$ cat config.mk
export PLATFORM = sky130hd
export DESIGN_NAME = mfrsd_spi_master
export DESIGN_NICKNAME = d
export VERILOG_FILES = /design/src/rtl/mfrsd_spi_master.sv
export SDC_FILE = /design/constraint.sdc
export NUM_CORES = 1
export LEC_CHECK = 0
export CORE_ASPECT_RATIO = 0.75
export CORE_MARGIN = 4
export CORE_UTILIZATION = 47
export CTS_CLUSTER_DIAMETER = 60
export CTS_CLUSTER_SIZE = 24
export DETAILED_ROUTE_END_ITERATION = 10
export GPL_TIMING_DRIVEN = 0
export PLACE_DENSITY = 0.73
export SLEW_MARGIN = 20
export SYNTH_ARGS = -nofsm -noshare
export SYNTH_HDL_FRONTEND = slang
export SYNTH_SLANG_ARGS = --single-unit
$ cat constraint.sdc
create_clock -name clk -period 1.9 [get_ports clk]
set_input_delay 0.38 -clock clk [delete_from_list [all_inputs] [get_ports clk]]
set_output_delay 0.38 -clock clk [all_outputs]
set_load 0.01 [all_outputs]
$ cat src/rtl/mfrsd_spi_master.sv
// SPI master (mode 0, MSB first, full duplex) for the MegaFlashROM SCC+ SD path.
// Each sd_tx / sd_rx pulse moves one byte out on spi_mosi and captures one byte
// from spi_miso. A one-entry pending buffer absorbs a request that arrives while
// a transfer is running, so back-to-back CPU accesses chain with no idle gap.
//
// Ports:
//   clk        system clock
//   reset      synchronous, active-high
//   d_to_sd    byte to transmit, sampled with sd_tx
//   sd_tx      one-cycle pulse: transfer d_to_sd (wins over sd_rx)
//   sd_rx      one-cycle pulse: transfer IDLE_BYTE (read-ahead)
//   cs_sel     card select from mapper config register, 1 = selected
//   d_from_sd  last fully received byte
//   busy       transfer in progress or pending
//   spi_sclk   serial clock (idle low)
//   spi_mosi   serial data out (idle high)
//   spi_miso   serial data in, 2-flop synchronised internally
//   spi_cs_n   chip select, active low, registered copy of ~cs_sel
module mfrsd_spi_master #(
  parameter int unsigned CLK_DIV   = 2,
  parameter logic [7:0]  IDLE_BYTE = 8'hFF
) (
  input  logic       clk,
  input  logic       reset,
  input  logic [7:0] d_to_sd,
  input  logic       sd_tx,
  input  logic       sd_rx,
  input  logic       cs_sel,
  output logic [7:0] d_from_sd,
  output logic       busy,
  output logic       spi_sclk,
  output logic       spi_mosi,
  input  logic       spi_miso,
  output logic       spi_cs_n
);

  localparam int unsigned      DIV_W    = $clog2(CLK_DIV + 1);
  localparam logic [DIV_W-1:0] DIV_LOAD = DIV_W'(CLK_DIV - 1);

  typedef enum logic [1:0] {
    IDLE,
    LOW,
    HIGH
  } state_t;

  state_t           state;
  state_t           state_nxt;
  logic [DIV_W-1:0] div_cnt;
  logic [2:0]       bit_cnt;
  logic [6:0]       tx_sr;      // bits still to be sent after the one on spi_mosi
  logic [7:0]       rx_sr;
  logic [7:0]       pend_byte;
  logic             pend_valid;
  logic             miso_meta;
  logic             miso_sync;

  logic             req;
  logic [7:0]       req_byte;
  logic             div_zero;
  logic             last_bit;
  logic             start;
  logic             done;
  logic             store_req;
  logic [7:0]       start_byte;

  assign req        = sd_tx | sd_rx;
  assign req_byte   = sd_tx ? d_to_sd : IDLE_BYTE;
  assign div_zero   = (div_cnt == '0);
  assign last_bit   = (bit_cnt == 3'd7);
  // Any request seen outside IDLE (including the completion cycle) is parked.
  assign store_req  = req && (state != IDLE);
  // A fresh request in IDLE takes precedence over (and discards) a stale pending entry.
  assign start_byte = (state == IDLE && req) ? req_byte : pend_byte;

  // State register
  always_ff @(posedge clk) begin
    if (reset) begin
      state <= IDLE;
    end else begin
      state <= state_nxt;
    end
  end

  // Next-state logic
  always_comb begin
    state_nxt = state;
    start     = 1'b0;
    done      = 1'b0;
    case (state)
      IDLE: begin
        if (req || pend_valid) begin
          start     = 1'b1;
          state_nxt = LOW;
        end
      end
      LOW: begin
        if (div_zero) begin
          state_nxt = HIGH;
        end
      end
      HIGH: begin
        if (div_zero) begin
          if (last_bit) begin
            done = 1'b1;
            if (pend_valid) begin
              start     = 1'b1;
              state_nxt = LOW;
            end else begin
              state_nxt = IDLE;
            end
          end else begin
            state_nxt = LOW;
          end
        end
      end
      default: state_nxt = IDLE;
    endcase
  end

  // Output logic
  always_comb begin
    busy = (state != IDLE) || pend_valid;
  end

  // Shift/count datapath
  always_ff @(posedge clk) begin
    if (reset) begin
      div_cnt    <= '0;
      bit_cnt    <= '0;
      tx_sr      <= '0;
      rx_sr      <= '0;
      pend_byte  <= '0;
      pend_valid <= 1'b0;
      spi_sclk   <= 1'b0;
      spi_mosi   <= 1'b1;
      d_from_sd  <= 8'hFF;
    end else begin
      if (store_req) begin
        pend_byte <= req_byte;
      end
      if (store_req) begin
        pend_valid <= 1'b1;
      end else if (start) begin
        pend_valid <= 1'b0;
      end

      case (state)
        LOW: begin
          if (div_zero) begin
            spi_sclk <= 1'b1;
            rx_sr    <= {rx_sr[6:0], miso_sync};
            div_cnt  <= DIV_LOAD;
          end else begin
            div_cnt <= div_cnt - DIV_W'(1);
          end
        end
        HIGH: begin
          if (div_zero) begin
            spi_sclk <= 1'b0;
            if (last_bit) begin
              d_from_sd <= rx_sr;
              spi_mosi  <= 1'b1;
            end else begin
              bit_cnt  <= bit_cnt + 3'd1;
              tx_sr    <= {tx_sr[5:0], 1'b0};
              spi_mosi <= tx_sr[6];
              div_cnt  <= DIV_LOAD;
            end
          end else begin
            div_cnt <= div_cnt - DIV_W'(1);
          end
        end
        default: begin
          spi_sclk <= 1'b0;
          spi_mosi <= 1'b1;
        end
      endcase

      // Loading a new byte overrides the idle/next-bit values above, which is
      // what lets a pending byte follow a completion with no idle cycle.
      if (start) begin
        tx_sr    <= start_byte[6:0];
        spi_mosi <= start_byte[7];
        bit_cnt  <= '0;
        div_cnt  <= DIV_LOAD;
      end
    end
  end

  // MISO synchroniser and chip select (independent of the transfer FSM)
  always_ff @(posedge clk) begin
    if (reset) begin
      miso_meta <= 1'b1;
      miso_sync <= 1'b1;
      spi_cs_n  <= 1'b1;
    end else begin
      miso_meta <= spi_miso;
      miso_sync <= miso_meta;
      spi_cs_n  <= ~cs_sel;
    end
  end

endmodule

==> results.yml, run 1 <==
placement:
  dp_hpwl_um: 3020
  gp_congestion: 0.861
  port_buffers: 25
power_and_ir_drop:
  pwr-share-clk: 0.331
  pwr-share-comb: 0.208
  peakVddDrop_uv: 450
  switchingPower_mw: 0.618
  power_density_nw_per_um2: 1010
  internal_power_mw: 1.69
  leakage_nw: 0.859
  sequentialPowerShare: 0.461
  switching_share: 0.268
timing:
  max_slew_margin: 0.606
  hold_viol: 0
  fin_skew_ns: 0.00769
  tightest_slew_ns: 0.587
  slew_violations: 0
  post-route-min-period_ns: 1.85
  rsz0062_at_grt: "false"
  setup_viol: 0
  tns_ns: 0
  timing.fmax_ghz: 0.541
  post-route-period-util: 0.973
critical_path:
  critical_path.max_fanout: 5
  cp.arrival_ns: 2.03
  r2r_slack_ns: 0.08
  reg2reg_from: "bit_cnt[0]$_SDFFE_PP0P_"
  worstPathRequired_ns: 2.08
  r2r_cells: 7
  worstSetupPathType: "in2reg"
  end_kind: "flop"
  reg2reg_to: "tx_sr[5]$_SDFFE_PP0P_"
  worstSetupStartpointType: "primary input"
outcome:
  outcome: "finished, final reports clean"
detailed_routing:
  first_pass_iters: 4
  drt_iter0_drc: 93
  vias: 1490
  wire_per_inst_um: 15.1
  wl_um: 4160
  drt.antenna.violating_nets: 0
  vias_per_cell: 5.42
  drc_errors: 0
die:
  ios: 26
  initial_utilization: 0.486
  die_w_um: 79.1
  die_h_um: 61.3
  core.rowCount: 19
  coreArea_um2: 3660
  die_area_um2: 4850
synthesis:
  synth_xor_area_frac: 0.00492
  async_flop_share: 0
  syn_inst: 187
  mappedNetlistArea_um2: 1780
  seq_area_frac_synth: 0.495
  yosys_warnings: 0
  yosys.area_share.simple: 0.242
  synth_cell_types: 40
  syn_nets: 203
  ys_top_cells_by_area: "dfxtp_1 (49%), nand2_1 (8.2%), a221o_1 (3.9%), o221a_2 (3.8%), a21oi_1 (3.7%)"
  synth_top_area_frac: 0.495
  syn_area_per_cell_um2: 9.52
  synth_top_cell_by_area: "dfxtp_1"
  synth_compound_area_frac: 0.215
  synthTopCellsByCount: "dfxtp_1 (44), nand2_1 (39), nor2_1 (14)"
  synth.most_common_cell: "dfxtp_1"
  synth_seq_cells: 44
  synth_top_family_by_area: "simple AND/OR/NAND/NOR gates"
  synthFlopType: "dfxtp_1"
  synth_edf_count: 0
  muxShareOfSynthArea: 0.0112
  synthAdderAreaFrac: 0.0141
clock_network:
  numCtsBuffers: 5
  htreeDepth: 2
  cts-root-buf: "clkbuf_8"
  tritoncts: "built"
  cts.reportedPaths.clkPinSlew_ns: 0.08
  clk_path_buf_depth: 2
  cts_sinks: 44
  clock_latency_ns: 0.29
worst_hold_path:
  min_to: "miso_sync$_SDFF_PP1_"
  hp-class: "reg2reg"
  whs_path_depth: 1
  min_from: "miso_meta$_SDFF_PP1_"
global_routing:
  antenna_found_initial: 0
  gr-usage-all-layers: 0.186
  grt_max_degree: 14
  grt_pass1_wl_um: 6800
  overflow: 0
  grt_pass1_vias: 1480
layout:
  area_growth_pct: 27.9
  drive_above_1_share: 0.166
  diodes: 0
  layout.nets: 238
  final_core_utilization: 0.622
run:
  cap_violations: 0
metrics by stage:
step / hold slack, ns / power (mW) / instance area (um2) / setup WS (ns) / instances
floorplan: 0.389 / 1.38 / 1780 / 0.0943 / 187
global placement: 0.395 / 1.50 / 2100 / -0.192 / 264
detailed placement: 0.399 / 1.53 / 2100 / -0.284 / 264
CTS: 0.418 / 2.29 / 2220 / 0.00929 / 272
global route: 0.437 / 2.43 / 2280 / 0.0154 / 275
finish: 0.416 / 2.30 / 2280 / 0.0520 / 275
how the worst max path moves through the flow:
stage,start,to,slack (ns),cells after the start
CTS,bit_cnt[0]$_SDFFE_PP0P_,spi_mosi$_SDFFE_PP1P_,0.009,6
floorplan,bit_cnt[0]$_SDFFE_PP0P_,tx_sr[1]$_SDFFE_PP0P_,0.09,7
global route,state[0]$_SDFFE_PP0P_,busy,0.02,3
detailed placement,sd_tx,spi_mosi$_SDFFE_PP1P_,-0.28,6
finish,sd_tx,tx_sr[6]$_SDFFE_PP0P_,0.05,7
global placement,reset,pend_byte[7]$_SDFFE_PP0P_,-0.19,4
cell type report:
| cell class | instances | area, um2 |
|---|---|---|
| well taps | 52 | 65.1 |
| inverters | 1 | 3.75 |
| fillers | 325 | 1380 |
| repair buffers | 28 | 272 |
| plain buffers | 6 | 33.8 |
| multi-input cells | 136 | 895 |
| clock buffers | 7 | 96.3 |
| clock inverters | 1 | 30.0 |
| flip-flops and latches | 44 | 882 |
critical path, cell delays in order:
cell and delay, ns:
clkdlybuf4s50_1 0.46, or2_2 0.34, a21oi_4 0.22, a2111oi_4 0.08
buf_4 0.17, o221a_2 0.12, a221o_1 0.26
placed cells by master, fill, tap and decap left out, types with 4 or more instances in the layout:
master / n
clkdlybuf4s50_1: 24
or2_2: 4
o221a_2: 6
o22ai_1: 9
a221o_1: 7
a21oi_1: 13
nand2_1: 39
nand3b_1: 8
nor2_1: 14
clkbuf_8: 7
dfxtp_1: 43
metal layers:
metal  global-route usage  part of all wire  vias up
met3               0.0833             0.075        4
met5                    0                 0        -
li1                     -                 -      752
met1                0.235              0.46      690
met4               0.0711            0.0075        0
met2                0.283              0.46       44
power by group through the flow:
stage	logic (mW)	clock network [mW]	registers, mW
2_1_floorplan	0.312	0	1.07
3_3_place_gp	0.429	0	1.08
3_5_place_dp	0.447	0	1.08
4_1_cts	0.447	0.788	1.06
5_1_grt	0.526	0.830	1.07
6_report	0.479	0.764	1.06
logic make-up (layout without fill, tap and decap cells):
family	count (synthesis)	count (layout)
flip-flops	44	44
AO/OA/AOI/OAI	48	48
XOR/XNOR	1	1
buffers and inverters	7	43
adder cells (fa/ha/maj)	2	2
multiplexers	2	2
AND/OR/NAND/NOR	83	83
flip-flops by register name, summed over array words and instances (netlist names):
signal,flops
d_from_sd,8
pend_byte,8
rx_sr,8
tx_sr,7
bit_cnt,3
div_cnt,2
state,2
miso_meta,1
miso_sync,1
pend_valid,1
spi_cs_n,1
spi_mosi,1
spi_sclk,1
what timing repair did:
action | 4_1_cts | 5_1_grt
pin swaps | 0 | 3
gates cloned | 0 | 0
setup endpoints to repair | 8 | 21
setup buffers | 0 | 3
hold buffers | 0 | 0
resized for setup | 2 | 8
Power figures use the tool's default switching activity.
==> run 2: changes to the inputs <==
Settings changed: MAX_ROUTING_LAYER set to met4.
==> run 2 against run 1 <==
Combinational power is essentially flat. Wire length rose by 0.26%. Final cell count is the same. First-iteration DRC count up 5.4%. Power up 0.18%. Highest routed layer unchanged. Register-to-register slack about the same. Clock-buffer cell count stayed put. Critical path depth stayed put. Sequential power barely moved.
==> results.yml, run 2 (synthesis gave the netlist of run 1 again) <==
critical_path:
  cp.arrival_ns: 2.03
  critPathBufInv: 2
  worstSetupPathType: "in2reg"
  worstSetupStartpointType: "primary input"
  crit_path_cell_trace: "clkdlybuf4s50_1, or2_2, a21oi_4, a2111oi_4, buf_4, o221a_2, a221o_1"
  reg2reg_from: "bit_cnt[0]$_SDFFE_PP0P_"
  critical_path.max_fanout: 5
  crit_family: "compound AO/OA/AOI/OAI gates"
  end_kind: "flop"
  cp-startpoint: "sd_tx"
  slowest_stage: "clkdlybuf4s50_1"
  cp_slowest_stage_delay_ns: 0.46
  worstPathRequired_ns: 2.09
timing:
  max_slew_margin: 0.599
  post-route-period-util: 0.971
  timing.fmax_ghz: 0.542
  slew_violations: 0
  hold_viol: 0
  fin_skew_ns: 0.00798
  tightest_slew_ns: 0.596
  post-route-min-period_ns: 1.84
  setup_viol: 0
  whs_ns: 0.416
  rsz0062_at_grt: "false"
die:
  core.rowCount: 19
  coreArea_um2: 3660
  die_w_um: 79.1
  ios: 26
  die_h_um: 61.3
  die_area_um2: 4850
  initial_utilization: 0.486
detailed_routing:
  vias: 1504
  vias_per_cell: 5.47
  drt_iter0_drc: 98
  drc_errors: 0
  wire_per_inst_um: 15.2
  first_pass_iters: 4
  drt.antenna.violating_nets: 0
  wl_um: 4170
clock_network:
  cts.reportedPaths.clkPinSlew_ns: 0.08
  clock_latency_ns: 0.29
  cts-root-buf: "clkbuf_8"
  cts_sinks: 44
  tritoncts: "built"
  holdBufCountCts: 0
  clk_path_buf_depth: 2
  htreeDepth: 2
  numCtsBuffers: 5
placement:
  port_buffers: 25
  dp_hpwl_um: 3020
  gp_congestion: 0.875
  placed_cells_incl_taps: 264
global_routing:
  gr-usage-all-layers: 0.190
  grt_pass1_wl_um: 6780
  overflow: 0
  grt_pass1_vias: 1468
  grt_max_degree: 14
  antenna_found_initial: 0
power_and_ir_drop:
  peakVddDrop_uv: 450
  leakage_nw: 0.859
  power_density_nw_per_um2: 1010
layout:
  layout.nets: 238
  diodes: 0
  final_cells: 275
  layout_common_cells: "dfxtp_1 (43), nand2_1 (39), clkdlybuf4s50_1 (24)"
  layout_commonest_cell: "dfxtp_1"
  drive_above_1_share: 0.166
  reg_top3: "d_from_sd x8, pend_byte x8, rx_sr x8"
  area_growth_pct: 27.9
outcome:
  outcome: "finished, final reports clean"
worst_hold_path:
  hp-class: "reg2reg"
  min_from: "miso_meta$_SDFF_PP1_"
run:
  cap_violations: 0
run 2: cell counts in the layout (fill, tap and decap cells not counted):
No cell type changed its count.
run 2: per-stage QoR:
stage	TNS, ns	util	cell area [um2]	total power, mW	setup WS, ns
3_3_place_gp	-4.60	0.572	2100	1.50	-0.192
4_1_cts	0	0.607	2220	2.29	0.00929
5_1_grt	0	0.622	2280	2.42	0.0105
2_1_floorplan	0	-	1780	1.38	0.0943
6_report	0	0.622	2280	2.31	0.0557
3_5_place_dp	-5.73	0.572	2100	1.53	-0.284
run 2: metal layers:
layer  vias to the layer above  global-route usage  wire [um]
li1                        753                   -          -
met1                       695               0.236       1940
met2                        50               0.283       1870
met3                         6              0.0643        301
met4                         0              0.0858         57
met5                         -                   -          0
run 2: power by group:
group / internal [mW] / switching, mW / leakage (nW)
Sequential: 1.00 / 0.0577 / 0.360
Clock: 0.464 / 0.303 / 0.0645
Combinational: 0.218 / 0.261 / 0.435
Total: 1.69 / 0.622 / 0.859
run 2: path summary, 6_finish.rpt:
kind | slack, ns | cells past startpoint | to
worst max-delay path | 0.06 | 7 | tx_sr[6]$_SDFFE_PP0P_
worst min-delay path | 0.42 | 1 | miso_sync$_SDFF_PP1_
worst max register to register | 0.08 | 7 | tx_sr[5]$_SDFFE_PP0P_
worst min register to register | 0.42 | 1 | miso_sync$_SDFF_PP1_
run 2: final cells by class:
type | instances | area [um2]
inverter | 1 | 3.75
buffer | 6 | 33.8
clock inverter | 1 | 30.0
fill | 325 | 1380
clock buffer | 7 | 96.3
sequential | 44 | 882
multi-input combinational | 136 | 895
timing repair buffer | 28 | 272
tap | 52 | 65.1
run 2: what timing repair did:
action                                  4_1_cts  5_1_grt
cloned                                        0        0
buffers inserted                              0        3
gates resized for setup                       2        8
endpoints found under the setup margin        8       25
pin swaps                                     0        3
==> run 3: changes to the inputs <==
==> constraint.sdc (replaced) <==
create_clock -name clk -period 1.9 [get_ports clk]
set_input_delay 0.285 -clock clk [delete_from_list [all_inputs] [get_ports clk]]
set_output_delay 0.285 -clock clk [all_outputs]
set_load 0.01 [all_outputs]
==> run 3 against run 2 <==
Combinational power decreased by 0.8%. First-iteration DRC count increased by 7.1%. Global-route usage unchanged. Largest cell class unchanged. Maximum frequency up 1.2%. Register-to-register slack hardly changed. Critical path depth unchanged. Worst hold slack improved by 0.00071 ns.
==> results.yml, run 3 (synthesis gave the netlist of run 1 again) <==
timing:
  post-route-min-period_ns: 1.82
  hold_viol: 0
  slew_violations: 0
  rsz0062_at_grt: "false"
  tightest_slew_ns: 0.586
  post-route-period-util: 0.960
  setup_viol: 0
  tns_ns: 0
  max_slew_margin: 0.606
  fin_skew_ns: 0.00826
  timing.fmax_ghz: 0.549
power_and_ir_drop:
  leakage_nw: 0.851
  sequentialPowerShare: 0.460
  power_mw: 2.30
  peakVddDrop_uv: 459
  pwr-share-clk: 0.333
  power_density_nw_per_um2: 1020
  pwr-share-comb: 0.206
  internal_power_mw: 1.68
  switchingPower_mw: 0.621
  switching_share: 0.270
die:
  die_area_um2: 4850
  die_w_um: 79.1
  die_h_um: 61.3
  core.rowCount: 19
  initial_utilization: 0.486
  ios: 26
  coreArea_um2: 3660
layout:
  layout.nets: 238
  reg_top3: "d_from_sd x8, pend_byte x8, rx_sr x8"
  diodes: 0
  post-route-cell-area_um2: 2260
  drive_above_1_share: 0.152
  area_growth_pct: 27.1
  layout_commonest_cell: "dfxtp_1"
  final_core_utilization: 0.618
  layout_common_cells: "dfxtp_1 (44), nand2_1 (39), clkdlybuf4s50_1 (24)"
clock_network:
  clk_path_buf_depth: 2
  htreeDepth: 2
  cts-root-buf: "clkbuf_8"
  cts_sinks: 44
  numCtsBuffers: 5
  cts.reportedPaths.clkPinSlew_ns: 0.08
  tritoncts: "built"
  clock_latency_ns: 0.29
detailed_routing:
  first_pass_iters: 4
  vias: 1493
  wl_um: 4190
  wire_per_inst_um: 15.2
  vias_per_cell: 5.43
  drt_iter0_drc: 105
  drt.antenna.violating_nets: 0
  drc_errors: 0
critical_path:
  worstPathRequired_ns: 2.09
  r2r_cells: 7
  worstSetupStartpointType: "flop"
  reg2reg_from: "bit_cnt[0]$_SDFFE_PP0P_"
  slowest_stage: "a221o_1"
  crit_path_cell_trace: "ha_1, ha_4, inv_1, o21ai_1, a221o_1, nor2b_4, a221o_1"
  critPathBufInv: 1
  end_kind: "flop"
  crit_family: "compound AO/OA/AOI/OAI gates"
  critical_path.max_fanout: 6
  cp-startpoint: "bit_cnt[0]$_SDFFE_PP0P_"
  cp.arrival_ns: 2.01
  worstSetupPathType: "reg2reg"
  crit_top_cell: "a221o_1"
  cp_slowest_stage_delay_ns: 0.37
  worst-path-stages: 7
global_routing:
  grt_use_met3: 0.0643
  grtUsageMet2: 0.283
  met1_usage: 0.236
  grt_max_degree: 14
  grt_pass1_vias: 1468
  antenna_found_initial: 0
  gr-max-usage-layer: "met2"
  grt_pass1_wl_um: 6780
  overflow: 0
  gr-usage-all-layers: 0.190
placement:
  dp_hpwl_um: 3020
  gp_congestion: 0.875
  placed_area_um2: 2100
  port_buffers: 25
worst_hold_path:
  whs_path_depth: 1
  min_from: "miso_meta$_SDFF_PP1_"
  hp-class: "reg2reg"
run:
  cap_violations: 0
outcome:
  outcome: "finished, final reports clean"
-- run 3: changes by cell type in the layout (fill, tap and decap cells not counted) --
cell	delta
a21oi_2	+1
a21oi_4	-1
buf_1	+1
buf_4	+1
buf_6	-1
clkbuf_1	+1
clkbuf_2	-2
dfxtp_1	+1
dfxtp_2	-1
-- run 3: stage by stage --
| step | std cells | hold WS (ns) | setup slack (ns) |
|---|---|---|---|
| 2_1_floorplan | 187 | 0.359 | 0.0943 |
| 3_3_place_gp | 264 | 0.395 | -0.0966 |
| 3_5_place_dp | 264 | 0.399 | -0.189 |
| 4_1_cts | 272 | 0.418 | 0.00929 |
| 5_1_grt | 275 | 0.437 | 0.00394 |
| 6_report | 275 | 0.417 | 0.0769 |
-- run 3: path summary, 6_finish.rpt --
check / end / slack (ns)
worst max register to register: tx_sr[5]$_SDFFE_PP0P_ / 0.08
worst max-delay path: tx_sr[5]$_SDFFE_PP0P_ / 0.08
worst min register to register: miso_sync$_SDFF_PP1_ / 0.42
worst min-delay path: miso_sync$_SDFF_PP1_ / 0.42
-- run 3: power groups by stage --
stage / logic [mW] / registers (mW) / clock network, mW
after global routing: 0.519 / 1.07 / 0.823
after CTS: 0.447 / 1.06 / 0.788
after floorplan: 0.312 / 1.07 / 0
final: 0.475 / 1.06 / 0.768
after detailed placement: 0.447 / 1.08 / 0
after global placement: 0.429 / 1.08 / 0
-- run 3: timing repair --
item                                    in CTS  in global routing
gates resized for setup                      2                  2
cloned                                       0                  0
pin swaps                                    0                  3
buffers inserted                             0                  3
hold buffers                                 0                  0
endpoints found under the setup margin       8                  7
-- run 3: final cells by class --
| class | instances | area, um2 |
|---|---|---|
| Tap cell | 52 | 65.1 |
| Timing Repair Buffer | 28 | 272 |
| Sequential cell | 44 | 881 |
| Fill cell | 327 | 1400 |
| Inverter | 1 | 3.75 |
| Clock buffer | 7 | 96.3 |
| Buffer | 6 | 27.5 |
| Clock inverter | 1 | 30.0 |
| Multi-Input combinational cell | 136 | 887 |
-- run 3: metal layers --
layer | routed length, um | part of all wire
met4 | 66 | 0.016
met3 | 310 | 0.074
met2 | 1860 | 0.44
met1 | 1960 | 0.47
met5 | 0 | 0
